<file path="config.mk">
export PLATFORM = sky130hd
export DESIGN_NAME = count_period_monitor
export DESIGN_NICKNAME = d
export VERILOG_FILES = /design/src/rtl/count_mon_pkg.sv /design/src/rtl/count_rec_fifo.sv /design/src/rtl/count_period_monitor.sv
export SDC_FILE = /design/constraint.sdc
export NUM_CORES = 1
export LEC_CHECK = 0
export ABC_AREA = 1
export CORE_AREA = 2 2 86 88
export CTS_BUF_LIST = sky130_fd_sc_hd__clkbuf_2 sky130_fd_sc_hd__clkbuf_4 sky130_fd_sc_hd__clkbuf_8
export DETAILED_ROUTE_END_ITERATION = 8
export DIE_AREA = 0 0 88 90
export PLACE_DENSITY = 0.64
export SLEW_MARGIN = 10
export SYNTH_ARGS = -nofsm -noshare
export SYNTH_HDL_FRONTEND = slang
export SYNTH_SLANG_ARGS = --single-unit
</file>
<file path="constraint.sdc">
create_clock -name clk -period 3 [get_ports clk]
set_input_delay 0.9 -clock clk [delete_from_list [all_inputs] [get_ports clk]]
set_output_delay 0.9 -clock clk [all_outputs]
set_load 0.05 [all_outputs]
</file>
<file path="src/rtl/count_mon_pkg.sv">
// Shared types for the count period monitor: record layout, FSM states and the
// saturating period increment.
package count_mon_pkg;
  localparam int CNT_W_DEF = 4;
  localparam int PER_W_DEF = 8;
  localparam int DEPTH_DEF = 4;

  typedef struct packed {
    logic [PER_W_DEF-1:0] period;
    logic                 err;
  } cnt_rec_t;

  typedef enum logic {IDLE = 1'b0, TRACK = 1'b1} cnt_mon_state_t;

  // Clamp at all-ones instead of wrapping back to zero.
  function automatic logic [PER_W_DEF-1:0] sat_inc(input logic [PER_W_DEF-1:0] x);
    return (&x) ? x : x + 1'b1;
  endfunction
endpackage

</file>
<file path="src/rtl/count_rec_fifo.sv">
// DEPTH-entry record FIFO; a push while full is accepted only when a pop
// happens on the same edge.
module count_rec_fifo
  import count_mon_pkg::*;
#(
  parameter int DEPTH = DEPTH_DEF
) (
  input  logic     clk,
  input  logic     rst,
  input  logic     i_push,
  input  logic     i_pop,
  input  cnt_rec_t i_wdata,
  output cnt_rec_t o_rdata,
  output logic     o_full,
  output logic     o_empty
);
  localparam int AW = $clog2(DEPTH);

  logic [AW:0] r_wr, r_rd;
  cnt_rec_t    r_mem [DEPTH];
  logic        w_pop, w_push;

  assign o_empty = (r_wr == r_rd);
  assign o_full  = (r_wr[AW] != r_rd[AW]) && (r_wr[AW-1:0] == r_rd[AW-1:0]);
  assign w_pop   = i_pop && !o_empty;
  assign w_push  = i_push && (!o_full || w_pop);
  assign o_rdata = r_mem[r_rd[AW-1:0]];

  always_ff @(posedge clk or posedge rst) begin
    if (rst) begin
      r_wr <= '0;
      r_rd <= '0;
    end else begin
      if (w_push) r_wr <= r_wr + 1'b1;
      if (w_pop)  r_rd <= r_rd + 1'b1;
    end
  end

  // Storage needs no reset: reads are masked by o_empty downstream.
  always_ff @(posedge clk) begin
    if (w_push) r_mem[r_wr[AW-1:0]] <= i_wdata;
  end
endmodule

</file>
<file path="src/rtl/count_period_monitor.sv">
// Checks a counter sample stream for strict +1 steps, measures wrap period in
// samples and queues {period, err} records for a valid/ready consumer.
module count_period_monitor
  import count_mon_pkg::*;
#(
  parameter int CNT_W = CNT_W_DEF,
  parameter int PER_W = PER_W_DEF,
  parameter int DEPTH = DEPTH_DEF
) (
  input  logic             clk,
  input  logic             rst,
  input  logic             in_valid,
  input  logic [CNT_W-1:0] in_count,
  output logic             out_valid,
  input  logic             out_ready,
  output logic [PER_W-1:0] out_period,
  output logic             out_err,
  output logic             overflow
);
  cnt_mon_state_t   r_state;
  logic [CNT_W-1:0] r_prev;
  logic [PER_W-1:0] r_period;
  logic             r_overflow;

  logic [CNT_W-1:0] w_exp;
  logic             w_match, w_close, w_pop, w_full, w_empty;
  cnt_rec_t         w_rec, w_head;

  assign w_exp   = r_prev + 1'b1;
  assign w_match = (in_count == w_exp);
  // A record closes on a clean wrap (expected value is zero) or on any break.
  assign w_close = (r_state == TRACK) && in_valid && (!w_match || (w_exp == '0));
  assign w_rec   = '{period: sat_inc(r_period), err: !w_match};
  assign w_pop   = out_valid && out_ready;

  always_ff @(posedge clk or posedge rst) begin
    if (rst) begin
      r_state  <= IDLE;
      r_prev   <= '0;
      r_period <= '0;
    end else if (in_valid) begin
      r_prev <= in_count;
      case (r_state)
        IDLE: begin
          r_period <= '0;
          r_state  <= TRACK;
        end
        TRACK: r_period <= w_close ? '0 : sat_inc(r_period);
        default: r_state <= IDLE;
      endcase
    end
  end

  always_ff @(posedge clk or posedge rst) begin
    if (rst)                          r_overflow <= 1'b0;
    else if (w_close && w_full && !w_pop) r_overflow <= 1'b1;
  end

  count_rec_fifo #(.DEPTH(DEPTH)) u_fifo (
    .clk     (clk),
    .rst     (rst),
    .i_push  (w_close),
    .i_pop   (w_pop),
    .i_wdata (w_rec),
    .o_rdata (w_head),
    .o_full  (w_full),
    .o_empty (w_empty)
  );

  assign out_valid  = !w_empty;
  assign out_period = out_valid ? w_head.period : '0;
  assign out_err    = out_valid ? w_head.err    : 1'b0;
  assign overflow   = r_overflow;
endmodule

</file>
# Word-level counts from Yosys, hierarchy flattened
# Memory sizes are Yosys's and may differ from the RTL's.
# Cells that the tools add are included.
# word_totals
regBits	20
mem_bits_rw	36
out_inout_bits	11
n_memories	1
# op_classes
add_sub_neg	4
eq_ne	4
n_mux	7
bitwise	1
reduce_logical	16
# mem_list
memory	words	width	read_ports	rd_clocked_by_memory_dff	wr	line	source
u_fifo.r_mem	4	9	1	0	1	count_rec_fifo.sv:20	cnt_rec_t r_mem [DEPTH];
# op_table
cell	count
$mux W8	3
$pmux W8 S2	1
$add A8 B1 Y8 const B	1
$logic_and A1 B1 Y1	8
$reduce_and A8 Y1	1
$add A3 B1 Y3 const B	2
$add A4 B1 Y4 const B	1
$eq A4 B4 Y1	1
$logic_not A1 Y1	4
$logic_not A4 Y1	1
$eq A3 B3 Y1	1
$mux W1	3
$eq A2 B2 Y1	1
$logic_or A1 B1 Y1	2
$ne A1 B1 Y1	1
$not A1 Y1	1

# Longest topological paths before layout
# depth
ltp_word	8
ltp_mapped	10
mapped_depth_nobuf	10

# Modules after synthesis
# A second synthesis with hierarchy kept.
# hier_totals
hier_cells	306
hier_area_um2	2887.8
# by_module_without_submodules
mod	instances	cells_each	area_each_um2	seq_area_each_um2
count_rec_fifo	1	147	1789.2	1231.2
count_period_monitor	1	159	1098.6	350.3

# Worst setup path before layout
# No wires, ideal clock.
# synth_path
path_kind	flip-flop to output port
from	register u_fifo.r_rd[0]
to	output port out_err
arrival_ns	1.478
required_ns	2.100
path_slack_ns	0.622
stages_incl_launch_ff	8
path_buffers	2
cell_sequence	dfrtp_1 buf_2 nand2_1 a21oi_1 nand2_1 buf_2 nand2_1 inv_1
# synth_via
elab_chain_cells	2
elab_cells_between_ends	3
classes_between	1 x eq/ne; 1 x mux; 1 x memory
# synth_rtl
element	line	source
start: declaration	count_rec_fifo.sv:19	logic [AW:0] r_wr, r_rd;
start signal: assignment	count_rec_fifo.sv:35	if (w_pop) r_rd <= r_rd + 1'b1;
$mem_v2 Z4 W9 or $eq A3 B3 Y1 (tied branches)	n/a	
$mux W1 *	count_period_monitor.sv:72	assign out_err = out_valid ? w_head.err : 1'b0;
end: declaration	count_period_monitor.sv:17	output logic out_err,
# Every way passes the cells marked *; elsewhere a longest branch is shown, timed or not.

# Final worst setup path
# layout_path
from	register u_fifo.r_wr[0]
to	output port out_period[4]
# layout_via
elab_chain_cells	2
# layout_rtl
element	line	source
start: declaration	count_rec_fifo.sv:19	
start signal: assignment	count_rec_fifo.sv:34	if (w_push) r_wr <= r_wr + 1'b1;
$eq A3 B3 Y1	count_rec_fifo.sv:23	assign o_empty = (r_wr == r_rd);
$mux W8	count_period_monitor.sv:71	assign out_period = out_valid ? w_head.period : '0;
end: declaration	count_period_monitor.sv:16	output logic [PER_W-1:0] out_period,
# Every way passes these cells.

==> flow_metrics.py <==
metrics = {
    "critical_path": {
        "critPathRequiredTime_ps": 2100,
        "cp-start-kind": "flop",
        "end_kind": "output port",
        "worstSetupPathType": "flop to output port",
        "critical_path_arrival_ps": 1910,
        "critPathMaxFanout": 12,
    },
    "finish": {
        "fillers": 656,
        "finish.net_count": 313,
        "antennaDiodeCount": 0,
        "register_area_mm2": 0.00158,
        "drive_gt1_share_pct": 11.7,
        "multiInputGateArea_um2": 945,
        "most-common-layout-cells": "nand2_1 (70), edfxtp_1 (36), inv_1 (34), nor2_1 (34), dfrtp_1 (20)",
        "area_delta_synth_final_pct": 19.7,
        "finish.instance_area_mm2": 0.00322,
        "layout.cells.most_common": "nand2_1",
    },
    "sta": {
        "finalCritPeriodShare_pct": 93.6,
        "drv_slew": 0,
        "hold_viol": 0,
        "tightest_slew_ps": 802,
        "tns_ps": 0,
        "setup_viol": 0,
        "max_freq_ghz": 0.356,
        "finalClockSkew_ps": 10.4,
        "min_period_ps": 2810,
        "maxSlewHeadroom_pct": 46.3,
        "rsz0062_at_grt": "no",
    },
    "clock_network": {
        "clkLatencyLatePin_ps": 310,
        "clock-root-buffer": "clkbuf_8",
        "hold_buffers": 0,
        "cts_max_path_buffers": 2,
        "post_cts_resize_count": 0,
        "postCtsSetupRepairBufs": 0,
        "clkTransAtPathRegs_ps": 100,
        "numCtsBuffers": 5,
        "cts_tree": "built",
        "cts_sinks": 56,
        "htreeDepth": 2,
    },
    "logic_synthesis": {
        "mappedNetlistArea_mm2": 0.00269,
        "ys_seq_area_share_pct": 58.8,
        "postSynthCellCount": 274,
        "mappedNetlistNets": 289,
        "yosys-top-cells-area": "edfxtp_1 (40%), dfrtp_1 (19%), nand2_1 (9.8%), inv_1 (4.7%), nor2_1 (4.7%)",
        "synth.avg_cell_area_um2": 9.82,
        "synth_warnings": 0,
        "yosysTopAreaCellShare_pct": 40.2,
        "ys_seq_elements": 56,
        "ys_types": 28,
        "synth_area_leader_cell": "edfxtp_1",
    },
    "route": {
        "wl_um": 4970,
        "drtIter0Drc": 80,
        "drt-wirelength-per-cell_um": 12.5,
        "drc_errors": 0,
        "vias_per_cell": 4.71,
        "drt-pass1-iter-count": 4,
        "vias": 1875,
        "postRouteAntennaNets": 0,
    },
    "floorplanning": {
        "start_util_pct": 38.3,
        "ios": 19,
        "core_area_mm2": 0.00702,
        "num_rows": 31,
        "die_w_um": 88,
        "die_h_um": 90,
        "dieArea_mm2": 0.00792,
    },
    "global_routing": {
        "grt_pass1_wl_um": 8380,
        "antenna_found_initial": 0,
        "grt_pass1_vias": 1752,
        "track_usage_pct": 13.4,
        "grt_max_degree": 21,
        "grt.overflow.total": 0,
    },
    "placement": {
        "hpwl_um": 3480,
        "portBuffers": 18,
        "gp_congestion": 0.853,
        "place_area_mm2": 0.00311,
    },
    "flow_run": {
        "maxCapViolations": 0,
    },
    "pwr": {
        "powerDensity_mw_per_mm2": 1050,
        "p_sw_share_pct": 41.1,
        "netSwitchingPower_mw": 1.39,
        "seq_power_share_pct": 31.0,
        "worst_ir_drop_vdd_uv": 313,
        "p_leak_nw": 1.38,
        "p_comb_share_pct": 54.5,
        "internal_power_mw": 1.99,
        "pwr-share-clk_pct": 14.5,
    },
    "outcome": {
        "outcome": "finished, final reports clean",
    },
    "hold_path": {
        "hp-class": "flop to flop",
    },
}
[per-layer routing]
metal / wire length (µm) / vias to the layer above / track usage [%]
li1: - / 947 / -
met1: 2440 / 884 / 18.3
met2: 2340 / 35 / 21.5
met3: 126 / 9 / 2.48
met4: 66 / 0 / 4.36
met5: 0 / - / 0
[worst max-delay path, stage by stage, from the launching register on]
cell and delay [ps]:
dfrtp_1 450, inv_1 150, nand2_1 60, a21oi_1 180, nand2_1 340, nand2_1 190
inv_1 80, buf_12 150
[stage by stage]
step / hold WS (ps) / setup WS, ps / instances / util, % / total power [mW]
after floorplan: 437 / 622 / 274 / - / 2.13
final: 489 / 193 / 398 / 45.9 / 3.39
after CTS: 490 / 165 / 398 / 45.9 / 3.42
after global routing: 503 / 43.4 / 398 / 45.9 / 3.58
after global placement: 461 / 142 / 390 / 44.3 / 2.91
after detailed placement: 462 / 91.1 / 390 / 44.3 / 2.93
[power by group through the flow]
stage / logic, mW / clock network, mW / registers, mW
CTS: 1.86 / 0.504 / 1.05
global placement: 1.84 / 0 / 1.06
finish: 1.84 / 0.491 / 1.05
floorplan: 1.06 / 0 / 1.07
global route: 1.98 / 0.529 / 1.06
detailed placement: 1.86 / 0 / 1.07
[final timing paths]
path                                start                  to  slack, ps  cells past startpoint
max in group asynchronous             rst      u_fifo.r_rd[0]       1470                      2
setup / recovery           u_fifo.r_wr[0]       out_period[4]        190                      7
hold / removal                r_period[4]         r_period[4]        490                      2
hold reg to reg               r_period[4]         r_period[4]        490                      2
min in group asynchronous             rst      u_fifo.r_wr[0]       1030                      2
setup reg to reg                r_prev[0]  u_fifo.r_mem[3][1]        760                      7
[final cells by class]
type                            count  area share, %
Clock inverter                      2           1.09
Inverter                           34           3.96
Timing Repair Buffer               25           10.3
Tap cell                           99           3.84
Multi-Input combinational cell    176           29.3
Clock buffer                        6           2.37
Sequential cell                    56           49.1
[state kept, by name (all words and copies together), names as in the netlist]
name,count
u_fifo.r_rd,3
u_fifo.r_mem,36
r_state,1
r_period,8
r_prev,4
overflow,1
u_fifo.r_wr,3
[synthesized netlist by cell type (all sizes together)]
library cell   n
a21oi          4
buf            7
clkbuf         1
dfrtp         20
edfxtp        36
ha             7
inv           34
nand2         71
nand3         12
nand3b         2
nand4          5
nor2          37
nor3           1
o21ai         16
o21bai         1
o22ai          1
o32ai          9
or2            1
xnor2          6
xor2           3
[cell families (layout without fill, tap and decap cells)]
logic type / count (synthesis) / after routing / synth area share [%]
compound gates: 31 / 31 / 7.30
xor+xnor: 9 / 9 / 2.93
fa+ha+maj: 7 / 7 / 3.25
buf+inv: 42 / 67 / 6.14
flops: 56 / 56 / 58.8
simple gates: 129 / 129 / 21.6
Note: power is estimated with default switching activity, not from simulation.
